==> src/rtl/bin_conv3x3_stream_if.sv <==
// Pixel-stream bundle for the 3x3 binary convolution stage: input pixel and
// kernel in, thresholded activation with its valid and end-of-frame flags out.
interface bin_conv3x3_stream_if;
  logic       valid_in;
  logic       pixel_in;
  logic [8:0] weights;
  logic       pixel_out;
  logic       valid_out;
  logic       frame_done;

  modport master (
    output valid_in, pixel_in, weights,
    input  pixel_out, valid_out, frame_done
  );

  modport slave (
    input  valid_in, pixel_in, weights,
    output pixel_out, valid_out, frame_done
  );
endinterface

==> src/rtl/bin_conv3x3_stream.sv <==
// Streaming 3x3 binary convolution: line-buffered window, XNOR against the
// kernel, popcount and threshold into a raster-order 1-bit activation stream.
module bin_conv3x3_stream #(
  parameter int IMG_WIDTH  = 28,
  parameter int IMG_HEIGHT = 28,
  parameter int THRESH     = 5
) (
  input  logic                 clk,
  input  logic                 reset,
  bin_conv3x3_stream_if.slave  s
);

  localparam int CW = (IMG_WIDTH  > 1) ? $clog2(IMG_WIDTH)  : 1;
  localparam int RW = (IMG_HEIGHT > 1) ? $clog2(IMG_HEIGHT) : 1;

  logic [CW-1:0]        col_cnt;
  logic [RW-1:0]        row_cnt;
  logic [IMG_WIDTH-1:0] lb0;
  logic [IMG_WIDTH-1:0] lb1;
  logic [8:0]           win_p0;
  logic                 vld_p0, last_p0;
  logic [8:0]           xnor_p1;
  logic                 vld_p1, last_p1;
  logic                 pix_p2, vld_p2, last_p2;
  logic                 col_end, row_end, complete;

  function automatic logic act_threshold(input logic [8:0] v);
    logic [3:0] cnt;
    cnt = '0;
    for (int i = 0; i < 9; i++) cnt = cnt + 4'(v[i]);
    return int'(cnt) >= THRESH;
  endfunction

  assign col_end  = (col_cnt == CW'(IMG_WIDTH - 1));
  assign row_end  = (row_cnt == RW'(IMG_HEIGHT - 1));
  assign complete = (row_cnt >= RW'(2)) && (col_cnt >= CW'(2));

  always_ff @(posedge clk) begin
    if (reset) begin
      col_cnt <= '0;
      row_cnt <= '0;
    end else if (s.valid_in) begin
      if (col_end) begin
        col_cnt <= '0;
        row_cnt <= row_end ? '0 : row_cnt + 1'b1;
      end else begin
        col_cnt <= col_cnt + 1'b1;
      end
    end
  end

  // P0: window shift and line-buffer update; bit k = 3*row + col, col 2 newest
  always_ff @(posedge clk) begin
    if (s.valid_in) begin
      win_p0       <= {s.pixel_in, win_p0[8:7], lb0[col_cnt], win_p0[5:4],
                       lb1[col_cnt], win_p0[2:1]};
      lb1[col_cnt] <= lb0[col_cnt];
      lb0[col_cnt] <= s.pixel_in;
    end
  end

  always_ff @(posedge clk) begin
    if (reset) begin
      vld_p0  <= 1'b0;
      last_p0 <= 1'b0;
    end else begin
      vld_p0  <= s.valid_in & complete;
      last_p0 <= s.valid_in & complete & col_end & row_end;
    end
  end

  // P1: XNOR of the completed window against the kernel
  always_ff @(posedge clk) begin
    xnor_p1 <= ~(win_p0 ^ s.weights);
  end

  always_ff @(posedge clk) begin
    if (reset) begin
      vld_p1  <= 1'b0;
      last_p1 <= 1'b0;
    end else begin
      vld_p1  <= vld_p0;
      last_p1 <= last_p0;
    end
  end

  // P2: popcount threshold into the registered outputs
  always_ff @(posedge clk) begin
    if (reset) begin
      pix_p2  <= 1'b0;
      vld_p2  <= 1'b0;
      last_p2 <= 1'b0;
    end else begin
      pix_p2  <= act_threshold(xnor_p1);
      vld_p2  <= vld_p1;
      last_p2 <= last_p1;
    end
  end

  assign s.pixel_out  = pix_p2;
  assign s.valid_out  = vld_p2;
  assign s.frame_done = last_p2;

endmodule

==> src/flat_wrapper.sv <==
// flat-port wrapper written by rule: the top's interface ports become plain ports
module bin_conv3x3_stream_flat 
#(
  parameter int IMG_WIDTH  = 28,
  parameter int IMG_HEIGHT = 28,
  parameter int THRESH     = 5
)
  (clk, reset, s_valid_in, s_pixel_in, s_weights, s_pixel_out, s_valid_out, s_frame_done);
  bin_conv3x3_stream_if s_i ();
  input  logic clk;
  input  logic reset;
  input wire logic [$bits(s_i.valid_in)-1:0] s_valid_in;
  input wire logic [$bits(s_i.pixel_in)-1:0] s_pixel_in;
  input wire logic [$bits(s_i.weights)-1:0] s_weights;
  output wire logic [$bits(s_i.pixel_out)-1:0] s_pixel_out;
  output wire logic [$bits(s_i.valid_out)-1:0] s_valid_out;
  output wire logic [$bits(s_i.frame_done)-1:0] s_frame_done;
  assign s_i.valid_in = s_valid_in;
  assign s_i.pixel_in = s_pixel_in;
  assign s_i.weights = s_weights;
  assign s_pixel_out = s_i.pixel_out;
  assign s_valid_out = s_i.valid_out;
  assign s_frame_done = s_i.frame_done;
  bin_conv3x3_stream #(.IMG_WIDTH(IMG_WIDTH), .IMG_HEIGHT(IMG_HEIGHT), .THRESH(THRESH)) u_core (.clk(clk), .reset(reset), .s(s_i));
endmodule
==> config.mk <==
export PLATFORM = sky130hd
export DESIGN_NAME = bin_conv3x3_stream_flat
export DESIGN_NICKNAME = d
export VERILOG_FILES = /design/src/rtl/bin_conv3x3_stream_if.sv /design/src/rtl/bin_conv3x3_stream.sv /design/src/flat_wrapper.sv
export SDC_FILE = /design/constraint.sdc
export NUM_CORES = 1
export LEC_CHECK = 0
export CAP_MARGIN = 0
export CORE_MARGIN = 2
export CORE_UTILIZATION = 50
export CTS_CLUSTER_SIZE = 25
export DETAILED_ROUTE_END_ITERATION = 8
export DONT_BUFFER_PORTS = 1
export PLACE_DENSITY = 0.69
export SYNTH_ARGS = -nofsm -noshare
export SYNTH_HDL_FRONTEND = slang
export SYNTH_SLANG_ARGS = --single-unit
==> constraint.sdc <==
create_clock -name clk -period 3.26 [get_ports clk]
set_input_delay 0.652 -clock clk [delete_from_list [all_inputs] [get_ports clk]]
set_output_delay 0.652 -clock clk [all_outputs]
set_load 0.1 [all_outputs]
==> flow_metrics.env <==
export IMPL_placed_cells=379
export IMPL_die_h_microns=92.52
export IMPL_num_rows=32
export IMPL_dieArea_sq_mm=0.008559
export IMPL_final_period_utilization_pct=96.08
export IMPL_maxSlewViolCount=0
export IMPL_ys_warn_count=0
export IMPL_hold_viol_final=0
export IMPL_grt_pass1_vias=2226
export IMPL_cts_num_sinks=91
export IMPL_final_cell_mix="edfxtp_1 (65), dfxtp_1 (26), nor2_1 (24)"
export IMPL_cts_htree_levels=3
export IMPL_post_route_min_period_ns=3.132
export IMPL_final_common_cell="edfxtp_1"
export IMPL_diodes=0
export IMPL_grt_ovfl_total=0
export IMPL_synth_cells=284
export IMPL_grt_max_degree=30
export IMPL_arrival_ns=3.38
export IMPL_ys_seq_area_share_pct=63.11
export IMPL_setup_viol=0
export IMPL_cp_startpoint="u_core.xnor_p1[0]"
export IMPL_irDropWorstVdd_mv=0.3229
export IMPL_firstDrtPassIters=4
export IMPL_clock_skew_ns=0.008910
export IMPL_ioPinCount=16
export IMPL_dr_first_iter_drc_count=174
export IMPL_port_buffers=0
export IMPL_drc_errors=0
export IMPL_status="finished clean"
export IMPL_core_sq_mm=0.007647
export IMPL_final_cell_count_no_fill=395
export IMPL_grt_antenna_before_repair=0
export IMPL_grt_util_all_layers_pct=16.93
export IMPL_startpoint_type="flip-flop"
export IMPL_hold_ws_ns=0.3518
export IMPL_clkLatencyLatePin_ns=0.36
export IMPL_yosysUniqueCellTypes=39
export IMPL_dp_hpwl_microns=4483
export IMPL_worst_pin_slew_ns=0.9597
export IMPL_fp_dieW_microns=92.52
export IMPL_syn_area_sq_mm=0.003918
export IMPL_clkTransAtPathRegs_ns=0.08
export IMPL_hp_class="input pin to flip-flop"
export IMPL_syn_nets=314
export IMPL_crit_required_ns=3.51
export IMPL_cts_root_buffer="clkbuf_8"
export IMPL_power_density_mw_per_mm2=552.4
export IMPL_fmax_mhz=319.3
export IMPL_r2r_start="u_core.xnor_p1[0]"
export IMPL_detail_route_wl_per_cell_microns=16.46
export IMPL_avgSynthCellArea_sq_um=13.79
export IMPL_cts_buffers=9
export IMPL_num_vias=2097
export IMPL_p_leak_uw=0.001461
export IMPL_cts_hold_buf=0
export IMPL_vias_per_cell=5.309
export IMPL_drtAntennaViolNets=0
export IMPL_cp_max_fo=2
export IMPL_start_util_pct=51.23
export IMPL_place_gp_congestion=0.7896
export IMPL_synth_seq_cells=91
export IMPL_path_class="flip-flop to flip-flop"
export IMPL_drive_gt1_share_pct=11.60
export IMPL_grt_first_pass_wirelength_microns=10730
export IMPL_syn2layout_area_growth_pct=6.867
export IMPL_totalWireLength_microns=6503
export IMPL_hold_path_startpoint="reset"
export IMPL_nNetsFinal=318
export IMPL_crit_path_end_kind="flip-flop"
export IMPL_drv_cap=0
export IMPL_maxSlewHeadroom_pct=35.93
export IMPL_cts_tree="done"
export IMPL_clk_path_buf_depth=2
[cell families (layout without fill, tap and decap cells)]
family	Yosys count	after routing	synth area share, %
compound gates	22	22	3.673
xor+xnor	11	11	2.459
simple gates	88	88	11.85
mux	24	24	8.719
flops	91	91	63.11
buf+inv	31	40	3.800
fa+ha+maj	17	17	6.388
[per-layer routing]
layer	global-route usage (%)	wire length (microns)	up-vias
li1	-	-	1027
met1	21.27	2859	1014
met2	27.43	3212	44
met3	6.103	341	12
met4	5.597	90	0
met5	0	0	-
[flip-flops by register name, summed over array words and instances, names as in the netlist]
name	cells
u_core.lb0	28
u_core.lb1	28
u_core.win_p0	9
u_core.xnor_p1	9
u_core.col_cnt	5
u_core.row_cnt	5
u_core.last_p0	1
u_core.last_p1	1
u_core.s.frame_done	1
u_core.s.pixel_out	1
u_core.s.valid_out	1
u_core.vld_p0	1
u_core.vld_p1	1
[synthesized netlist by cell type (all sizes together)]
library cell | instances | area [sq um]
edfxtp | 65 | 1952
dfxtp | 26 | 520.5
nor2 | 24 | 90.09
inv | 19 | 71.31
mux2i | 15 | 150.1
nand2 | 13 | 56.30
ha | 12 | 150.1
and2 | 11 | 68.82
buf | 9 | 66.31
nor2b | 9 | 56.30
xnor2 | 9 | 78.83
a21oi | 8 | 40.04
mux4 | 8 | 180.2
nand3 | 8 | 40.04
nor3 | 6 | 30.03
fa | 5 | 100.1
a22oi | 4 | 30.03
nand4 | 4 | 25.02
a211oi | 3 | 22.52
clkbuf | 3 | 11.26
nand2b | 3 | 18.77
nor3b | 3 | 22.52
and4b | 2 | 21.27
o211ai | 2 | 15.01
o21ai | 2 | 10.01
or3 | 2 | 12.51
xor2 | 2 | 17.52
a311oi | 1 | 8.760
a31o | 1 | 8.760
a41oi | 1 | 8.760
mux2 | 1 | 11.26
nor4 | 1 | 6.260
nor4b | 1 | 8.760
or4 | 1 | 7.510
[stage by stage]
step / area [sq um] / setup WS, ns / total power (uW) / setup TNS [ns] / utilization (%)
floorplan: 3918 / 0.2675 / 1587 / 0 / -
CTS: 4184 / 0.07697 / 2332 / 0 / 54.71
detailed placement: 4005 / 0.08500 / 1665 / 0 / 52.37
finish: 4187 / 0.1277 / 2313 / 0 / 54.74
global placement: 4005 / 0.2180 / 1633 / 0 / 52.37
global route: 4187 / -0.005657 / 2422 / -0.005657 / 54.74
[what timing repair did]
action / 4_1_cts / 5_1_grt
buffers inserted: 0 / 0
gates resized for setup: 0 / 2
setup endpoints to repair: 0 / 1
[worst paths after layout]
path,end,slack [ns],depth (start not counted)
worst min-delay path,u_core.s.pixel_out,0.35,1
worst max-delay path,u_core.s.pixel_out,0.13,12
worst min register to register,u_core.s.frame_done,0.43,1
worst max register to register,u_core.s.pixel_out,0.13,12
[worst max-delay path, stage by stage (launching register included)]
cell and delay [ns]:
dfxtp_1 0.31, ha_1 0.28, inv_1 0.06, fa_1 0.42, fa_1 0.51, fa_1 0.41, inv_1 0.08, ha_2 0.18
inv_1 0.05, fa_1 0.47, inv_1 0.05, o21ai_1 0.14, a21oi_1 0.08
[power by group]
| part | internal [uW] | switching (uW) | leakage [uW] |
|---|---|---|---|
| logic | 132 | 173 | 0.000563 |
| registers | 1280 | 51.5 | 0.000805 |
| clock network | 301 | 372 | 0.0000938 |
[layout make-up]
| cell class | instances | area, sq um |
|---|---|---|
| Clock buffer | 11 | 141.4 |
| Clock inverter | 5 | 37.54 |
| Fill cell | 627 | 3461 |
| Inverter | 19 | 71.32 |
| Multi-Input combinational cell | 162 | 1299 |
| Sequential cell | 91 | 2472 |
| Tap cell | 102 | 127.6 |
| Timing Repair Buffer | 5 | 37.54 |
Power figures use the tool's default switching activity.
==> RTL edit 1, RTL diff (same settings) <==
`IMG_WIDTH` is set to 28 in 2 places; all go to 36.
--- a/src/rtl/bin_conv3x3_stream.sv
+++ b/src/rtl/bin_conv3x3_stream.sv
@@ -1,7 +1,7 @@
 // Streaming 3x3 binary convolution: line-buffered window, XNOR against the
 // kernel, popcount and threshold into a raster-order 1-bit activation stream.
 module bin_conv3x3_stream #(
-  parameter int IMG_WIDTH  = 28,
+  parameter int IMG_WIDTH  = 36,
   parameter int IMG_HEIGHT = 28,
   parameter int THRESH     = 5
 ) (
--- a/src/flat_wrapper.sv
+++ b/src/flat_wrapper.sv
@@ -1,7 +1,7 @@
 // flat-port wrapper written by rule: the top's interface ports become plain ports
 module bin_conv3x3_stream_flat 
 #(
-  parameter int IMG_WIDTH  = 28,
+  parameter int IMG_WIDTH  = 36,
   parameter int IMG_HEIGHT = 28,
   parameter int THRESH     = 5
 )
Function: same outputs for any inputs over 4 cycles, from zero or initial values and one cycle with reset high; that may be too few to reach the edited logic, so the function may still have changed.
==> RTL edit 1 against the original RTL <==
Synthesized area increased by 18%; power rose by 19%; count of clock-buffer cells in the layout decreased by 2; core utilization is 0.90 points lower; routed wire length is 27% higher; worst hold slack worse by 0.011 ns; setup slack worse by 0.078 ns; die area up 17%; non-clock buffer count increased by 2; sequential share of layout area rose by 1.6 points; final area rose by 17%; clock skew rose by 0.0028 ns; sequential cell count rose by 17; largest cell class unchanged.
==> RTL edit 1: results (changes against the original RTL) <==
- Outcome: completed
- Compound-Gate Fraction of Synth Area: 5.43% (+1.8 points)
- CP top delay family: adder cells
- NetSw: 0.743 mW (+25%)
- Final Net Count: 374 (+18%)
- Detailed Routing Iterations Pass 1: 4 (unchanged)
- Skew-Pair Late Insertion Delay: 0.37 ns
- Largest net degree at the start of global routing: 38 (+27%)
- Netlist cell types: 48 (+23%)
- Vias in the first global route: 2662 (+20%)
- XOR/XNOR share of the synthesized area: 2.46% (about the same)
- Hpwl dp: 5360 um (+20%)
- Sequential cell area fraction in the yosys report: 64.2% (+1.1 points)
- Number of synthesized flops with an enable pin: 81 (+25%)
- Leak Pwr: 1.67 nW (+14%)
- Final Skew: 0.0117 ns (+0.00283 ns)
- Largest stage delay, worst path: 0.51 ns (about the same)
- Cell Area, Placed: 4720 sq um (+18%)
- Clk Tree Root Cell: clkbuf_8
- Port bufs: 0 (unchanged)
- First-pass GRT wire length: 13700 um (+28%)
- VDD IR-drop max: 0.235 mV (-27%)
- Top flop regs: u_core.lb0 x36, u_core.lb1 x36
- Hold WS: 0.340 ns (-0.0114 ns)
- Slew HR: 37.4% (+1.4 points)
- Syn Nets: 375 (+19%)
- Mean routed wirelength per cell: 17.8 um (+8.1%)
- Synth Instances: 348 (+23%)
- Initial DRC Count: 233 (+34%)
- Total track usage: 18.0% (+1.0 points)
- Ys async rst share: 0% (unchanged)
- Slowest CP cell: fa_1
- Reg2Reg Setup Slack: 0.05 ns (-0.08 ns)
- Cts bufs inserted: 9 (unchanged)
- Synth Area in Adders: 4.59% (-1.8 points)
- Post_cts resized: 0 (unchanged)
- Gp weighted congestion: 0.777 (-1.6%)
- Share of cells above drive strength 1: 11.9% (+0.33 points)
- Clk slew on worst S/H paths: 0.10 ns (+0.02 ns)
- Hold Crit Class: in -> reg
- Antenna violations before repair: 0 (unchanged)
- Via density: 5.57 (+4.9%)
- WL final: 8240 um (+27%)
- Inserted Diodes: 0 (unchanged)
- Dpl cells: 447 (+18%)
- Worst setup slack after placement: 0.0315 ns (-0.0535 ns)
- Min setup slack post-route: 0.0497 ns (-0.0780 ns)
- Commonest cells in the netlist: 81 x edfxtp_1, 57 x nor2_1, 27 x dfxtp_1
- H-tree levels: 3 (unchanged)
- Top post-synthesis cells by area: edfxtp_1 53%, dfxtp_1 12%, nor2_1 4.6%, mux2i_1 2.6%, ha_1 2.4%
- Mux cell area share after synthesis: 7.94% (-0.78 points)
RTL edit 1: cells by family after synthesis:
family,after synthesis
and+or+nand+nor,114
DFF,108
AOI/OAI and AO/OA,36
buffers and inverters,36
muxes,27
adders and majority gates,14
xor gates and xnor gates,13
RTL edit 1: power by group through the flow:
stage,Sequential (mW),Combinational (mW),Clock [mW]
after floorplan,1.62,0.316,0
after global placement,1.62,0.367,0
after detailed placement,1.63,0.389,0
after CTS,1.59,0.391,0.765
after global routing,1.60,0.473,0.823
final,1.59,0.413,0.747
RTL edit 1: final timing paths:
check	to	start	cells after the start
worst max-delay path	u_core.s.pixel_out$_SDFF_PP0_	u_core.xnor_p1[0]$_DFF_P_	14
worst min register to register	u_core.xnor_p1[6]$_DFF_P_	u_core.win_p0[6]$_DFFE_PP_	1
worst min-delay path	u_core.s.valid_out$_SDFF_PP0_	reset	1
worst max register to register	u_core.s.pixel_out$_SDFF_PP0_	u_core.xnor_p1[0]$_DFF_P_	14
RTL edit 1: layout make-up:
| cell class | count | area, sq um |
|---|---|---|
| Clock buffer | 9 | 124 |
| Clock inverter | 7 | 51.3 |
| Fill cell | 795 | 4200 |
| Inverter | 17 | 63.8 |
| Multi-Input combinational cell | 204 | 1500 |
| Sequential cell | 108 | 2970 |
| Tap cell | 111 | 139 |
| Timing Repair Buffer | 7 | 52.6 |
RTL edit 1: layer usage:
metal	vias up	GRT usage [%]	share of wire, %
li1	1241	-	-
met1	1261	24.7	45
met2	64	28.9	49
met3	12	3.34	4.8
met4	0	6.43	1.6
met5	-	0	0
==> RTL edit 2, RTL diff (same flow settings) <==
Without the edit above. One comparison of `col_cnt` changes from == to >=.
--- a/src/rtl/bin_conv3x3_stream.sv
+++ b/src/rtl/bin_conv3x3_stream.sv
@@ -31,7 +31,7 @@
     return int'(cnt) >= THRESH;
   endfunction
 
-  assign col_end  = (col_cnt == CW'(IMG_WIDTH - 1));
+  assign col_end  = (col_cnt >= CW'(IMG_WIDTH - 1));
   assign row_end  = (row_cnt == RW'(IMG_HEIGHT - 1));
   assign complete = (row_cnt >= RW'(2)) && (col_cnt >= CW'(2));
 
Function: no difference found for any inputs over 4 cycles, from zero or initial values and one cycle with reset high; that may be too few to reach the edited logic, so the function may still have changed.
==> RTL edit 2 against the original RTL <==
Synthesized area barely moved; setup slack better by 0.049 ns; sequential cell count is the same; power increased by 3.0%; first-iteration DRC count down 23%; global-route usage fell by 0.49 points; cell count fell by 1.5%; non-clock buffer count is 1 higher; critical path depth did not move; routed wire length fell by 2.6%; via count shrank 0.67%; final area barely moved; critical path type unchanged; largest power group unchanged.
==> RTL edit 2: results (changes against the original RTL) <==
- Crit path arrival time: 3.33 ns (-0.05 ns)
- Netlist cell types: 36 (-7.7%)
- Compound-Gate Fraction of Synth Area: 2.33% (-1.3 points)
- Ys async rst share: 0% (unchanged)
- Max Root-Sink Buffers: 2 (unchanged)
- Outcome: completed
- Final Net Count: 312 (-1.9%)
- Clk slew on worst S/H paths: 0.08 ns (about the same)
- XOR/XNOR share of the synthesized area: 3.13% (+0.67 points)
- Share of cells above drive strength 1: 11.1% (-0.45 points)
- Initial DRC Count: 134 (-23%)
- Synth Area in Adders: 6.39% (about the same)
- Commonest cells in the netlist: 65 x edfxtp_1, 27 x nor2_1, 26 x dfxtp_1
- Sequential cell area fraction in the yosys report: 63.2% (about the same)
- Met2 global-route usage: 27.3% (-0.18 points)
- Slew HR: 37.6% (+1.6 points)
- NetSw: 0.630 mW (+5.6%)
- Via density: 5.35 (+0.86%)
- Vias in the first global route: 2193 (-1.5%)
- CP top delay family: adder cells
- Most common flop cell mapped by yosys: edfxtp_1
- Final antenna-violating net count: 0 (unchanged)
- Skew-Pair Late Insertion Delay: 0.36 ns (about the same)
- Leak Pwr: 1.49 nW (+2.1%)
- Top post-synthesis cells by area: edfxtp_1 50%, dfxtp_1 13%, mux4_2 5.8%, ha_1 3.8%, nor2_1 2.6%
- H-tree levels: 3 (unchanged)
- Top flop regs: u_core.lb0 x28, u_core.lb1 x28
- Met3 Usage GRT: 5.13% (-0.98 points)
- Ys Warns: 0 (unchanged)
- Total track usage: 16.4% (-0.49 points)
- WL final: 6340 um (-2.6%)
- Mux cell area share after synthesis: 9.40% (+0.68 points)
- Final Skew: 0.0112 ns (+0.00233 ns)
- Inserted Diodes: 0 (unchanged)
- First-pass GRT wire length: 10500 um (-2.5%)
- Number of synthesized flops with an enable pin: 65 (unchanged)
- Largest net degree at the start of global routing: 30 (unchanged)
- Met1 Resource Use GR: 20.6% (-0.71 points)
- Gp weighted congestion: 0.821 (+4.0%)
- Clk Tree Root Cell: clkbuf_8
- VDD IR-drop max: 0.397 mV (+23%)
- Hpwl dp: 4310 um (-4.0%)
==> RTL edit 2: cell types whose count changed after synthesis, moves of 3 or more <==
cell | unedited run | this run
nand3_1 | 8 | 4
and3_1 | 0 | 5
nor2_1 | 24 | 27
mux2i_1 | 15 | 9
or3_1 | 2 | 6
a211oi_1 | 3 | 0
a22oi_1 | 4 | 0
buf_2 | 5 | 2
nor3_1 | 6 | 3
==> RTL edit 2: per-layer routing <==
layer,up-vias,part of all wire [%]
met5,-,0
met4,0,1.6
met3,10,4.3
met2,37,49
met1,1040,45
li1,996,-
==> RTL edit 2: logic make-up after synthesis <==
group	after synthesis
buffers and inverters	30
AO/OA/AOI/OAI	15
multiplexers	21
adder cells (fa/ha/maj)	17
flip-flops	91
AND/OR/NAND/NOR	88
XOR/XNOR	14
==> RTL edit 2: final timing paths <==
| kind | start | slack, ns | endpoint | cells after the start |
|---|---|---|---|---|
| setup reg to reg | u_core.xnor_p1[0]$_DFF_P_ | 0.18 | u_core.s.pixel_out$_SDFF_PP0_ | 12 |
| setup / recovery | u_core.xnor_p1[0]$_DFF_P_ | 0.18 | u_core.s.pixel_out$_SDFF_PP0_ | 12 |
| hold reg to reg | u_core.win_p0[6]$_DFFE_PP_ | 0.44 | u_core.xnor_p1[6]$_DFF_P_ | 1 |
| hold / removal | reset | 0.36 | u_core.s.pixel_out$_SDFF_PP0_ | 1 |
==> RTL edit 2: timing repair <==
item | 4_1_cts | 5_1_grt
endpoints found under the hold margin | 0 | 0
resized for setup | 0 | 1
endpoints found under the setup margin | 0 | 1
==> RTL edit 2: layout make-up <==
cell class / instances / area [sq um]
fill: 651 / 3460
clock buffer: 11 / 141
clock inverter: 5 / 36.3
sequential: 91 / 2470
timing repair buffer: 6 / 45.0
multi-input combinational: 155 / 1300
inverter: 19 / 71.3
tap: 102 / 128
==> RTL edit 2: power by group through the flow <==
| stage | clock network [mW] | logic, mW | registers [mW] |
|---|---|---|---|
| 2_1_floorplan | 0 | 0.273 | 1.36 |
| 3_3_place_gp | 0 | 0.318 | 1.37 |
| 3_5_place_dp | 0 | 0.350 | 1.37 |
| 4_1_cts | 0.707 | 0.352 | 1.34 |
| 5_1_grt | 0.754 | 0.405 | 1.35 |
| 6_report | 0.690 | 0.350 | 1.34 |
==> RTL edit 2: metrics by stage <==
stage	cell area (sq um)	setup slack, ns	std cells	power [mW]
5_1_grt	4190	0.0210	389	2.51
4_1_cts	4190	0.123	389	2.40
6_report	4190	0.177	389	2.38
3_3_place_gp	4010	0.233	373	1.69
2_1_floorplan	3910	0.268	276	1.64
3_5_place_dp	4010	0.137	373	1.72
